===== src/rtl/input_port_pkg.sv =====
`default_nettype none
// ============================================================================
// Package  : input_port_pkg
// Purpose  : Status-word bit positions and sizing helper for input_port_buffer.
// Revision : 1.0
// ============================================================================
package input_port_pkg;

  // Flag positions are offsets below the MSB so they track any DATA_WIDTH.
  localparam int STAT_OVF     = 0;
  localparam int STAT_EMPTY   = 1;
  localparam int STAT_FULL    = 2;
  localparam int STAT_CNT_LSB = 0;

  function automatic int count_width(input int depth);
    return $clog2(depth) + 1;
  endfunction

endpackage
`default_nettype wire


===== src/rtl/inport_fifo.sv =====
`default_nettype none
// ============================================================================
// Module   : inport_fifo
// Purpose  : Small circular FIFO with occupancy count; storage is not reset.
// Revision : 1.0
// ============================================================================
module inport_fifo
  import input_port_pkg::*;
#(
  parameter int DATA_WIDTH = 32,
  parameter int DEPTH      = 4,
  parameter int CW         = count_width(DEPTH)
) (
  input  logic                  clk,
  input  logic                  rst,
  input  logic                  i_push,
  input  logic [DATA_WIDTH-1:0] i_data,
  input  logic                  i_pop,
  output logic                  o_full,
  output logic                  o_empty,
  output logic [CW-1:0]         o_count,
  output logic [DATA_WIDTH-1:0] o_head
);

  localparam int AW = $clog2(DEPTH);
  localparam logic [CW-1:0] c_depth = CW'(DEPTH);

  logic [DATA_WIDTH-1:0] r_mem [DEPTH];
  logic [AW-1:0]         r_wptr;
  logic [AW-1:0]         r_rptr;
  logic [CW-1:0]         r_count;
  logic                  w_push;
  logic                  w_pop;

  assign o_full  = (r_count == c_depth);
  assign o_empty = (r_count == '0);
  assign o_count = r_count;
  assign o_head  = r_mem[r_rptr];

  // Internal guards keep pointers coherent even if a caller misbehaves.
  assign w_push = i_push && !o_full;
  assign w_pop  = i_pop  && !o_empty;

  always_ff @(posedge clk) begin
    if (w_push) begin
      r_mem[r_wptr] <= i_data;
    end
  end

  always_ff @(posedge clk or posedge rst) begin
    if (rst) begin
      r_wptr  <= '0;
      r_rptr  <= '0;
      r_count <= '0;
    end else begin
      if (w_push) begin
        r_wptr <= AW'(r_wptr + 1'b1);
      end
      if (w_pop) begin
        r_rptr <= AW'(r_rptr + 1'b1);
      end
      case ({w_push, w_pop})
        2'b10:   r_count <= CW'(r_count + 1'b1);
        2'b01:   r_count <= CW'(r_count - 1'b1);
        default: r_count <= r_count;
      endcase
    end
  end

endmodule
`default_nettype wire


===== src/rtl/input_port_buffer.sv =====
`default_nettype none
// ============================================================================
// Module   : input_port_buffer
// Purpose  : Device-to-bus input port: handshake, FIFO, sticky overflow, status.
// Revision : 1.0
// ============================================================================
module input_port_buffer
  import input_port_pkg::*;
#(
  parameter int DATA_WIDTH = 32,
  parameter int DEPTH      = 4
) (
  input  logic                  clock,
  input  logic                  clear,
  input  logic [DATA_WIDTH-1:0] in_data,
  input  logic                  in_strobe,
  output logic                  in_ready,
  input  logic                  InPortout,
  input  logic                  StatusOut,
  output logic [DATA_WIDTH-1:0] BusMuxIn_InPort,
  output logic                  data_avail,
  output logic                  in_overflow
);

  localparam int CW = count_width(DEPTH);

  logic                  w_full;
  logic                  w_empty;
  logic [CW-1:0]         w_count;
  logic [DATA_WIDTH-1:0] w_head;
  logic                  w_push;
  logic                  w_drop;
  logic                  w_pop;
  logic [DATA_WIDTH-1:0] w_status;
  logic                  r_overflow;

  assign in_ready    = !w_full;
  assign data_avail  = !w_empty;
  assign in_overflow = r_overflow;

  assign w_push = in_strobe && !w_full;
  assign w_drop = in_strobe &&  w_full;
  // A status read takes the bus, so it suppresses the pop.
  assign w_pop  = InPortout && !StatusOut && !w_empty;

  inport_fifo #(
    .DATA_WIDTH (DATA_WIDTH),
    .DEPTH      (DEPTH),
    .CW         (CW)
  ) u_fifo (
    .clk     (clock),
    .rst     (clear),
    .i_push  (w_push),
    .i_data  (in_data),
    .i_pop   (w_pop),
    .o_full  (w_full),
    .o_empty (w_empty),
    .o_count (w_count),
    .o_head  (w_head)
  );

  always_ff @(posedge clock or posedge clear) begin
    if (clear) begin
      r_overflow <= 1'b0;
    end else if (w_drop) begin
      r_overflow <= 1'b1;
    end else if (StatusOut) begin
      r_overflow <= 1'b0;
    end
  end

  always_comb begin
    w_status = '0;
    w_status[DATA_WIDTH-1-STAT_OVF]   = r_overflow;
    w_status[DATA_WIDTH-1-STAT_EMPTY] = w_empty;
    w_status[DATA_WIDTH-1-STAT_FULL]  = w_full;
    w_status[STAT_CNT_LSB +: CW]      = w_count;
  end

  always_comb begin
    BusMuxIn_InPort = '0;
    if (StatusOut) begin
      BusMuxIn_InPort = w_status;
    end else if (InPortout && !w_empty) begin
      BusMuxIn_InPort = w_head;
    end
  end

endmodule
`default_nettype wire


===== config.mk =====
export PLATFORM = sky130hd
export DESIGN_NAME = input_port_buffer
export DESIGN_NICKNAME = d
export VERILOG_FILES = /design/src/rtl/input_port_pkg.sv /design/src/rtl/inport_fifo.sv /design/src/rtl/input_port_buffer.sv
export SDC_FILE = /design/constraint.sdc
export NUM_CORES = 1
export LEC_CHECK = 0
export CELL_PAD_IN_SITES_DETAIL_PLACEMENT = 0
export CELL_PAD_IN_SITES_GLOBAL_PLACEMENT = 1
export CORE_UTILIZATION = 43
export DETAILED_ROUTE_END_ITERATION = 8
export PLACE_DENSITY_LB_ADDON = 0.1
export SLEW_MARGIN = 10
export SYNTH_ARGS = -nofsm -noshare
export SYNTH_HDL_FRONTEND = slang
export SYNTH_SLANG_ARGS = --single-unit

===== constraint.sdc =====
create_clock -name clock -period 2.15 [get_ports clock]
set_input_delay 0.215 -clock clock [delete_from_list [all_inputs] [get_ports clock]]
set_output_delay 0.215 -clock clock [all_outputs]
set_load 0.01 [all_outputs]

# == Word-level counts from Yosys, hierarchy flattened ==
# Memories as Yosys holds them, arrays and structs flattened.
# Index checks and enable logic that the tools add are counted.
# totals
regBits,8
latch_bits,0
ramBits,128
rom_bits,0
in_bits,37
out_inout_bits,35
word_cells,32
n_memories,1
# op_classes
add_sub_neg,4
mul,0
div_mod_pow,0
n_lt_le_gt_ge,0
eq_ne,3
n_shift,0
mux,7
n_bitwise,0
n_reduce_logical,13
# mem_list
memory,words,width,rd,rd_clocked_by_memory_dff,wr,line_no,text
u_fifo.r_mem,4,32,1,0,1,inport_fifo.sv:28,logic [DATA_WIDTH-1:0] r_mem [DEPTH];
# ops
cell,n
two-way mux 32 bit,2
logical AND 1 bit,7
one-hot mux 3 bit (2 select lines),1
adder 2 x 1 -> 2 bit (second input constant),2
two-way mux 1 bit,4
nonzero test 2 bit,2
adder 3 x 1 -> 3 bit (second input constant),1
equality test 3 bit (second input constant),1
logical NOT 1 bit,3
logical NOT 3 bit,1
subtractor 3 x 1 -> 3 bit (second input constant),1
equality test 2 x 1 -> 1 bit (second input constant),1
equality test 2 bit (second input constant),1

# == Logic depth before layout (Yosys ltp) ==
# Gate-level depths: netlist of run 1.
# depth
word_depth,6
mapped_depth,9
mapped_depth_nobuf,9

# == Hierarchy ==
# From an unflattened synthesis of run 1, not the netlist that was laid out.
# unflattened
hier_cells,263
hier_area_um2,5455.2
# by_module_without_submodules
mod,instances,cells_per_inst,area_each_um2,seq_area_each_um2
inport_fifo,1,206,5094.9,4018.9
input_port_buffer,1,57,360.3,25.0

# == Worst setup path after synthesis of run 1 ==
# No wires, ideal clock.
# synth_path
kind,reg2reg
from,register u_fifo.r_count[2] (netlist: u_fifo.o_count[2])
to,"memory u_fifo.r_mem[2][0], enable pin"
setup_time_ns,0.392
t_arrival_ns,1.726
t_required_ns,1.758
slack_ns,0.032
stages_incl_launch_ff,4
n_path_buf,0
synth_period_minus_slack_ns,2.118
path_cell_list,dfrtp_1 > nor3b_2 > nor2b_1 > and2_1
# synth_between
elab_chain_cells,6
# synth_rtl
element,line_no,text
from (decl),inport_fifo.sv:31,logic [CW-1:0] r_count;
from (signal assigned),inport_fifo.sv:63,2'b10: r_count <= CW'(r_count + 1'b1);
from (signal assigned),inport_fifo.sv:64,2'b01: r_count <= CW'(r_count - 1'b1);
from (signal assigned),inport_fifo.sv:65,default: r_count <= r_count;
equality test 3 bit *,inport_fifo.sv:35,assign o_full = (r_count == c_depth);
logical NOT 1 bit *,"inport_fifo.sv:41, input_port_buffer.sv:41",
logical AND 1 bit,input_port_buffer.sv:41,assign w_push = in_strobe && !w_full;
logical AND 1 bit *,inport_fifo.sv:41,assign w_push = i_push && !o_full;
two-way mux 1 bit *,inport_fifo.sv:45,if (w_push) begin
two-way mux 1 bit (not written as such) *,inport_fifo.sv:46,r_mem[r_wptr] <= i_data;
to (decl),inport_fifo.sv:28,
# Mark *: on every way between the ends. The rest lies on a longest branch, timed or not.

# == Worst setup path in the final report of run 1 ==
# layout_path
from,register u_fifo.r_rptr[0]
to,output BusMuxIn_InPort[11]
# layout_between
elab_chain_cells,3
# layout_rtl
element,line_no,text
from (decl),inport_fifo.sv:30,logic [AW-1:0] r_rptr;
from (signal assigned),inport_fifo.sv:60,r_rptr <= AW'(r_rptr + 1'b1);
memory (4 x 32 bit),-,
two-way mux 32 bit,input_port_buffer.sv:84,end else if (InPortout && !w_empty) begin
two-way mux 32 bit,input_port_buffer.sv:82,if (StatusOut) begin
to (decl),input_port_buffer.sv:20,"output logic [DATA_WIDTH-1:0] BusMuxIn_InPort,"
# No other way between the ends.

==> results.md, run 1 <==
- Clock root cell: clkbuf_16
- Min-Delay Path Class: input pin to async pin
- Crit share post-route: 0.9916
- Vias in the first global route: between 2000 and 3000
- I/O Buffers: ~70
- Crit path max fanout: 5
- Max VDD drop: 624.4 uV
- Die area: between 10000 and 15000 sq um
- Clk sink count: 136
- Final ANT Viol Nets: 0
- Via count: between 2000 and 3000
- Crit path DAT: around 1.9 ns
- Max-slew violations: 0
- Number of buffers created by CTS: 17
- Row count: 40
- RSZ-0062 raised after global routing: true
- Post-Syn Area: about 5400 sq um
- Hold_buf cts: 0
- Die height: between 100 and 150 um
- Crit path time final: about 2.1 ns
- Final WL: slightly below 10 mm
- Reg2Reg Setup Slack: 0.21 ns
- Clk_skew: approximately 0.0073 ns
- Pre-antenna DRT Iters: 4
- CORE AREA: 12160 sq um
- Clk_lat worst skew: slightly above 0.4 ns
- Power per cell area: approximately 1300 nW/um^2
- Fillers: 947
- WL/cell: between 15 and 20 um
- Critical path startpoint category: register
- Initial Util: 0.4480
- Initial antenna violation count: 0
- RePlAce Congestion: 0.7001
- Pin count of the biggest net entering global routing: 33
- Vias per std cell: approximately 5
- Synthesis-stage register bit count: around 140
- P&R area growth vs syn: 28.86%
- Critical R2R Launch: u_fifo.o_count[0]
- Leak: 2.523 nW
- WHS: just under 0.06 ns
- Syn_area_per_cell: about 22 sq um
- Die Wd: about 110 um
- Clk buf depth: 2
- Finish-stage setup viols: 0
- GRT Util Overall: 0.1640
- Net count after synthesis: just under 300
- Drt drc: 0
- CTS clk-pin slew, worst paths: roughly 0.060 ns
- Final hold violations: 0
- N_diodes: 0
- CP required: 1.93 ns
- Yosys cell types: 24
- Post-DP HPWL: 5.756 mm
- Reg2Reg Depth: 10
- Layout cells sized above 1: 0.3416
- Outcome: finished, final reports clean
- Synthesis warning total: 0
- Final setup margin: about 0.018 ns
- Least-Margin Pin Slew: 0.4596 ns
- DRT iter0 DRCs: about 140
- Max_cap viols: 0
- CP Capture Type: primary output
- Slew HR: 0.6910
- CTS tree: yes
- Total global routing overflow: 0
- Mapped Cells: 247
- # IOs: 72
- FMAX: 469.1 MHz
- Final #Nets: between 300 and 400
- # H-tree levels: 4
- R2r endpoint: u_fifo.o_count[2]
- Crit Path Class: register to primary output
- First-pass GRT wire length: approximately 15 mm
- Register area share after synthesis: 0.7421
- Dpl ws: -0.08724 ns
sequential cells by signal, summed over array words and instances (netlist names):
name,cells
u_fifo.r_wptr,2
u_fifo.r_mem,128
u_fifo.o_count,3
u_fifo.r_rptr,2
in_overflow,1
cell families after synthesis:
logic type	share of synthesized area
AO/OA/AOI/OAI	0.01263
multiplexers	0.1568
flip-flops	0.7421
adder cells (fa/ha/maj)	0.01516
XOR/XNOR	0.009644
AND/OR/NAND/NOR	0.04225
buffers and inverters	0.02135
cell usage in the layout (no fill, tap or decap), types with 3 or more instances in the layout:
cell	Yosys	routed
edfxtp_1	128	128
clkdlybuf4s50_1	0	39
mux4_2	2	26
buf_2	6	24
and2_1	30	17
clkbuf_16	0	17
buf_4	0	12
buf_12	0	10
inv_1	9	9
and2_4	0	9
buf_6	4	9
dfrtp_1	8	7
a22o_1	6	6
mux4_1	30	6
ha_1	5	5
clkbuf_1	2	5
xor2_1	4	4
and2_2	0	4
clkinv_1	0	3
bufinv_16	0	3
worst max-delay path, stage by stage, from the launching register on:
cell	delay, ns
dfrtp_4	0.51
buf_12	0.16
buf_12	0.13
mux4_2	0.43
and2_4	0.16
buf_6	0.11
cell type report:
| cell class | instances | area (sq um) | share of cell area |
|---|---|---|---|
| well taps | 168 | 210.2 | 0.02994 |
| clock buffers | 22 | 444.2 | 0.06326 |
| inverters | 9 | 33.78 | 0.004811 |
| repair buffers | 96 | 932.1 | 0.1328 |
| clock inverters | 10 | 127.6 | 0.01818 |
| flip-flops and latches | 136 | 4048 | 0.5764 |
| multi-input cells | 90 | 1226 | 0.1746 |
Yosys cell counts, drive strengths merged:
library cell,n,area (sq um)
edfxtp,128,3844
xnor2,2,17.52
nor2b,1,6.260
xor2,4,35.03
inv,9,33.78
o31ai,1,7.510
mux4,32,833.3
nor2,2,10.01
a22o,6,52.55
nor3b,2,20.02
o2bb2ai,1,8.760
dfrtp,8,200.2
fa,1,20.02
mux2,1,11.26
and2,30,187.7
or3,1,6.260
ha,5,62.56
mux2i,1,10.01
buf,10,75.07
clkbuf,2,7.510
timing repair:
item | in CTS | in global routing
resized for setup | 168 | 11
pin swaps | 11 | 9
endpoints found under the setup margin | 32 | 24
setup buffers | 3 | 0
gates cloned | 0 | 0
metrics by stage:
step / util / cell area, sq um / power [mW] / std cells / TNS (ns)
after global routing: 0.5774 / 7022 / 9.664 / 531 / -0.4174
after detailed placement: 0.5409 / 6579 / 6.405 / 497 / -1.189
final: 0.5774 / 7022 / 9.218 / 531 / 0
after global placement: 0.5409 / 6579 / 6.361 / 497 / -0.7504
after floorplan: - / 5449 / 5.211 / 247 / 0
after CTS: 0.5739 / 6979 / 9.311 / 531 / -0.03876
routing by layer:
metal / vias up / track usage / routed length, um
li1: 1199 / - / -
met1: 1369 / 0.1983 / 4114
met2: 70 / 0.2663 / 4776
met3: 11 / 0.05506 / 561
met4: 0 / 0.07792 / 155
met5: - / 0 / 0
worst max-delay path by stage:
| stage | startpoint | to | slack, ns | depth (start not counted) |
|---|---|---|---|---|
| finish | u_fifo.r_rptr[0] | BusMuxIn_InPort[11] | 0.02 | 5 |
| global route | u_fifo.r_rptr[0] | BusMuxIn_InPort[12] | -0.05 | 5 |
| CTS | u_fifo.r_rptr[0] | BusMuxIn_InPort[16] | -0.009 | 5 |
| detailed placement | u_fifo.r_rptr[0] | BusMuxIn_InPort[27] | -0.09 | 4 |
| global placement | u_fifo.r_rptr[0] | BusMuxIn_InPort[16] | -0.05 | 4 |
| floorplan | u_fifo.o_count[2] | u_fifo.r_mem[2][0] | 0.03 | 3 |
power by group:
part	switching [mW]	internal, mW	total (mW)
clock	0.968	1.81	2.77
combinational	1.23	1.53	2.76
sequential	0.160	3.52	3.68
total	2.36	6.86	9.22
(Power assumes the default switching activity.)
==> inputs of run 2 (changes only) <==
--- a/config.mk
+++ b/config.mk
@@ -7,7 +7,8 @@
 export LEC_CHECK = 0
 export CELL_PAD_IN_SITES_DETAIL_PLACEMENT = 0
 export CELL_PAD_IN_SITES_GLOBAL_PLACEMENT = 1
-export CORE_UTILIZATION = 43
+export CORE_UTILIZATION = 45
+export CTS_BUF_LIST = sky130_fd_sc_hd__clkbuf_4
 export DETAILED_ROUTE_END_ITERATION = 8
 export PLACE_DENSITY_LB_ADDON = 0.1
 export SLEW_MARGIN = 10
==> constraint.sdc (replaced) <==
create_clock -name clock -period 1.8 [get_ports clock]
set_input_delay 0.18 -clock clock [delete_from_list [all_inputs] [get_ports clock]]
set_output_delay 0.18 -clock clock [all_outputs]
set_load 0.01 [all_outputs]
==> results.md, run 2 (synthesis results as in run 1) <==
- P&R area growth vs syn: 35.09%
- Most frequent cells in the layout: 128 x edfxtp_1, 47 x buf_6, 37 x clkdlybuf4s50_1
- Biggest register: u_fifo.r_mem
- Crit path max fanout: 7 (+2)
- Final #Nets: 432 (+9.9%)
- FMAX: 443.6 MHz
- Crit path time final: between 2 and 2.5 ns
- Sum Neg Setup Slack: -12.24 ns (-12.24 ns)
- RePlAce Congestion: 0.6837 (-2.3%)
- Final setup margin: -0.4543 ns (-0.4723 ns)
- Layout cells sized above 1: 0.4826 (+0.1410)
- Final ANT Viol Nets: 0 (unchanged)
- CP required: 1.62 ns (-0.31 ns)
- Total global routing overflow: 0 (unchanged)
- I/O Buffers: 71 (unchanged)
- Clk_skew: 0.02113 ns (+0.01380 ns)
- CTS clk-pin slew, worst paths: 0.11 ns (+0.05 ns)
- Max reg flops: 128 (unchanged)
- Vias per std cell: 5.165 (+3.5%)
- Reg2Reg Setup Slack: -0.22 ns (-0.43 ns)
- # IOs: 72 (unchanged)
- Number of buffers created by CTS: 17 (unchanged)
- Crit path DAT: 2.07 ns (+0.15 ns)
- First-pass GRT wire length: 16.64 mm (+11%)
- Clk_lat worst skew: 0.50 ns (+0.09 ns)
- Failing checks: DRC, setup timing
- Vias in the first global route: 3052 (+9.8%)
- Reg power frac: 0.408 (+0.009)
- R2r endpoint: u_fifo.o_count[2]
- Max_cap viols: 0 (unchanged)
- Met3 WL: 465 um (-17%)
- Reg2Reg Depth: 11 (+1)
- Critical R2R Launch: u_fifo.o_count[1]
- CORE AREA: 11610 sq um (-4.5%)
- Delay of the slowest cell on the worst path: 0.49 ns (-0.02 ns)
- Clk sink count: 136 (unchanged)
- GRT Util Overall: 0.1836 (+0.01953)
- Combinational power share: 0.410 (+0.110)
- Max VDD drop: 686.2 uV (+9.9%)
- Clock Power Share: 0.182 (-0.119)
- Switch Pwr: 2.957 mW (+25%)
- Least-Margin Pin Slew: 0.3603 ns (-0.09934 ns)
- DRT iter0 DRCs: 112 (-19%)
- Fin area: 7361 sq um (+4.8%)
- Initial Util: 0.4692 (+0.02114)
- Slew HR: 0.7595 (+0.06859)
- Final WL: 10.45 mm (+8.7%)
- Outcome: finished, violations left
- WL/cell: 19.17 um (+5.9%)
- CP cell instances: buf_12 > buf_6 > mux4_2 > a22o_1 > buf_2
- Critical path startpoint category: register
- Crit share post-route: 1.252
- Final hold violations: 0 (unchanged)
- Final Power: 10.89 mW (+18%)
- Switching Fraction: 0.2715 (+0.01534)
- Pin count of the biggest net entering global routing: 20 (-39%)
- Finish-stage setup viols: 36 (+36)
- Crit Path Class: register to primary output
- WL met1: 4.520 mm (+9.9%)
- Row count: 39 (-2.5%)
- Post-DP HPWL: 6.537 mm (+14%)
- Min-Delay Path Class: input pin to register
- Placed Area: 6753 sq um (+2.6%)
- Max-slew violations: 0 (unchanged)
- RSZ-0062 raised after global routing: true
- Cell Int Power: 7.933 mW (+16%)
- Top Layer Used: met4
- Clk buf depth: 2 (unchanged)
- N_diodes: 0 (unchanged)
- CP Capture Type: primary output
- Setup crit start: u_fifo.r_rptr[0]
- # H-tree levels: 4 (unchanged)
- Pre-antenna DRT Iters: 8 (+4)
- Metal2 WL: 5.355 mm (+12%)
- CP Capture Point: BusMuxIn_InPort[0]
- Most common cell after layout, fill and taps aside: edfxtp_1
- Initial antenna violation count: 0 (unchanged)
- Critical path's slowest cell: dfrtp_2
- Drt drc: 4 (+4)
- CTS tree: yes
- Die area: 12550 sq um (-4.4%)
- Via count: 2815 (+6.3%)
- Fillers: 912 (-3.7%)
- Die Wd: 112.0 um (-2.2%)
- Power per cell area: 1479 nW/um^2 (+13%)
- Die height: 112.0 um (-2.2%)
- Clock root cell: clkbuf_4
- Leak: 2.679 nW (+6.2%)
run 2: final cells by class:
type	instances	area [sq um]	area share
Multi-Input combinational cell	90	1285	0.1746
Tap cell	143	178.9	0.02431
Timing Repair Buffer	135	1530	0.2079
Sequential cell	136	4045	0.5495
Clock inverter	11	130.1	0.01768
Inverter	9	33.78	0.004589
Clock buffer	21	157.7	0.02142
run 2: worst max-delay path: cells and delay by family (launching register included):
family | cells | cell delay [ns]
muxes | 1 | 0.49
buffers and inverters | 3 | 0.39
AOI/OAI and AO/OA | 1 | 0.22
DFF | 1 | 0.49
run 2: worst min-delay path by stage:
stage	from	end	slack [ns]	cells past startpoint
floorplan	clear	in_overflow	-0.004	1
global placement	clear	in_overflow	0.48	2
detailed placement	clear	u_fifo.o_count[0]	0.48	2
CTS	in_strobe	in_overflow	0.25	2
global route	in_data[13]	u_fifo.r_mem[2][13]	0.25	1
finish	in_strobe	in_overflow	0.30	2
run 2: layer usage:
layer  track usage  vias to the layer above
li1              -                     1278
met3       0.05184                       12
met2        0.2994                       69
met1        0.2396                     1456
met4       0.06222                        0
met5             0                        -
run 2: power groups by stage:
stage	clock network, mW	registers [mW]	logic [mW]
6_report	1.99	4.44	4.47
3_5_place_dp	0	4.46	3.45
2_1_floorplan	0	4.39	1.86
5_1_grt	2.17	4.49	4.79
3_3_place_gp	0	4.42	3.43
4_1_cts	2.05	4.45	4.39
run 2: metrics by stage:
| stage | hold slack [ns] | util | worst slack [ns] | std cells |
|---|---|---|---|---|
| finish | 0.3035 | 0.6338 | -0.4543 | 545 |
| global route | 0.2535 | 0.6338 | -0.5722 | 545 |
| CTS | 0.2484 | 0.6244 | -0.5444 | 543 |
| detailed placement | 0.4752 | 0.5814 | -0.2880 | 483 |
| global placement | 0.4760 | 0.5814 | -0.2632 | 483 |
| floorplan | -0.004342 | - | -0.04774 | 247 |
run 2: repair_timing:
action,4_1_cts,5_1_grt
buffers inserted,27,2
hold buffers,1,0
pin swaps,39,7
cloned,1,2
endpoints found under the hold margin,8,0
resized for setup,234,16
setup endpoints to repair,36,164
==> inputs of run 3 (changes only) <==
--- a/config.mk
+++ b/config.mk
@@ -10,7 +10,7 @@
 export CORE_UTILIZATION = 45
 export CTS_BUF_LIST = sky130_fd_sc_hd__clkbuf_4
 export DETAILED_ROUTE_END_ITERATION = 8
-export PLACE_DENSITY_LB_ADDON = 0.1
+export PLACE_DENSITY = 0.79
 export SLEW_MARGIN = 10
 export SYNTH_ARGS = -nofsm -noshare
 export SYNTH_HDL_FRONTEND = slang
==> results.md, run 3 (synthesis results as in run 1) <==
- Outcome: finished, violations left
- Failing checks: DRC, setup timing
- Number of buffers created by CTS: 17 (unchanged)
- Met2 Usage GRT: 0.2899 (-0.009524)
- First-pass GRT wire length: 16.16 mm (-2.9%)
- CP cell instances: buf_12 > buf_12 > mux4_2 > a22o_1 > buf_2
- Max_cap viols: 0 (unchanged)
- CORE AREA: 11610 sq um (unchanged)
- # H-tree levels: 4 (unchanged)
- Drt drc: 3 (-1)
- Initial antenna violation count: 0 (unchanged)
- Met1 Use GR: 0.2363 (-0.003258)
- Least-Margin Pin Slew: 0.3687 ns (+0.008364 ns)
- Max reg flops: 128 (unchanged)
- Leak: 2.570 nW (-4.1%)
- P&R area growth vs syn: 30.59%
- Clk_skew: 0.01216 ns (-0.008971 ns)
- Storage cell area: 4048 sq um (about the same)
- CTS tree: yes
- Die Wd: 112.0 um (unchanged)
- Row count: 39 (unchanged)
- Via count: 2734 (-2.9%)
- Critical path startpoint category: register
- I/O Buffers: 71 (unchanged)
- Crit share post-route: 1.243 (-0.009089)
- Delay of the slowest cell on the worst path: 0.52 ns (+0.03 ns)
- Die height: 112.0 um (unchanged)
- Die area: 12550 sq um (unchanged)
- Final setup margin: -0.4379 ns (+0.01636 ns)
- Max VDD drop: 632.7 uV (-7.8%)
- Layout cells sized above 1: 0.4767 (-0.005903)
- Critical path's slowest cell: mux4_2
- Crit path max fanout: 7 (unchanged)
- Footprint of the multi-input gates: 1281 sq um (-0.29%)
- Power per cell area: 1481 nW/um^2 (about the same)
- Most common cell after layout, fill and taps aside: edfxtp_1
- CTS clk-pin slew, worst paths: 0.11 ns (about the same)
- Pre-antenna DRT Iters: 6 (-2)
- Pin count of the biggest net entering global routing: 25 (+25%)
- CP required: 1.62 ns (about the same)
- N_diodes: 0 (unchanged)
- RSZ-0062 raised after global routing: true
- Final WL: 10.29 mm (-1.5%)
- Slew HR: 0.7540 (-0.005582)
- Max-slew violations: 0 (unchanged)
- Vias per std cell: 5.168 (about the same)
- Crit Path Class: register to primary output
- Final Power: 10.54 mW (-3.3%)
- Clock root cell: clkbuf_4
- RePlAce Congestion: 0.6707 (-1.9%)
- Met3 track demand over resource: 0.04644 (-0.005400)
- FMAX: 446.9 MHz (+0.73%)
- Most frequent cells in the layout: 128 x edfxtp_1, 37 x clkdlybuf4s50_1, 34 x buf_6
- Crit path DAT: 2.06 ns (about the same)
- Fillers: 883 (-3.2%)
- Total global routing overflow: 0 (unchanged)
- Clk buf depth: 2 (unchanged)
- Biggest register: u_fifo.r_mem
- WL/cell: 19.45 um (+1.5%)
- Final hold violations: 0 (unchanged)
- Post-DP HPWL: 6.266 mm (-4.1%)
- GRT Util Overall: 0.1773 (-0.006272)
- Finish-stage setup viols: 34 (-5.6%)
- DRT iter0 DRCs: 156 (+39%)
- Initial Util: 0.4692 (unchanged)
- Crit path time final: 2.238 ns (-0.01636 ns)
- Final #Nets: 416 (-3.7%)
- Vias in the first global route: 2917 (-4.4%)
- Most used cell, CP: buf_12
- Final ANT Viol Nets: 0 (unchanged)
- CP Capture Type: primary output
- # IOs: 72 (unchanged)
- Clk sink count: 136 (unchanged)
- Min-Delay Path Class: input pin to register
- Dpl ws: -0.3062 ns (-0.01819 ns)
- GRT busiest layer: met2
- Clk_lat worst skew: 0.51 ns (about the same)
## run 3: cell count changes in the layout (fill, tap and decap cells not counted), sizes merged
cell | before | now
buf | 95 | 79
clkbuf | 23 | 20
clkinv | 6 | 7
inv | 9 | 11
## run 3: where the power goes
group / leakage (nW) / switching (mW) / internal [mW]
Sequential: 1.26 / 0.238 / 4.19
Clock: 0.163 / 1.10 / 0.988
Combinational: 1.14 / 1.66 / 2.35
Total: 2.57 / 3.00 / 7.53
## run 3: worst paths after layout
path / slack [ns] / from / depth (start not counted) / endpoint
min in group asynchronous: 0.50 / clear / 3 / u_fifo.r_rptr[0]
worst max-delay path: -0.44 / u_fifo.r_rptr[0] / 5 / BusMuxIn_InPort[0]
worst max register to register: -0.12 / u_fifo.o_count[0] / 10 / u_fifo.o_count[2]
worst min register to register: 0.57 / in_overflow / 1 / in_overflow
max in group asynchronous: 1.01 / clear / 3 / u_fifo.o_count[0]
worst min-delay path: 0.29 / in_strobe / 2 / in_overflow
## run 3: layout make-up
type | count | area share
clock inverters | 14 | 0.02427
multi-input cells | 90 | 0.1801
inverters | 9 | 0.004748
flip-flops and latches | 136 | 0.5688
well taps | 143 | 0.02515
repair buffers | 119 | 0.1779
clock buffers | 18 | 0.01899
## run 3: worst max-delay path, delay by kind of cell (launching register included)
family,cells,cell delay [ns]
buffers and inverters,3,0.40
DFF,1,0.44
AOI/OAI and AO/OA,1,0.19
muxes,1,0.52
## run 3: layer usage
layer / vias up / share of wire
met2: 80 / 0.51
met5: - / 0
li1: 1245 / -
met1: 1398 / 0.43
met4: 0 / 0.0099
met3: 11 / 0.049
## run 3: through the flow
step	utilization	cell area (sq um)	TNS [ns]	hold WS, ns	instances
2_1_floorplan	-	5483	-0.04774	-0.004342	247
3_3_place_gp	0.5674	6590	-7.628	0.4842	478
3_5_place_dp	0.5674	6590	-7.875	0.4842	478
4_1_cts	0.5984	6949	-13.40	0.2503	525
5_1_grt	0.6127	7116	-15.98	0.2402	529
6_report	0.6127	7116	-11.99	0.2876	529
## run 3: repair_timing
item                                    in CTS  in global routing
pin swaps                                   33                  4
hold buffers                                 1                  0
cloned                                       2                  2
hold endpoints to repair                     8                  0
resized for setup                          208                 30
setup buffers                               14                  4
endpoints found under the setup margin      36                160
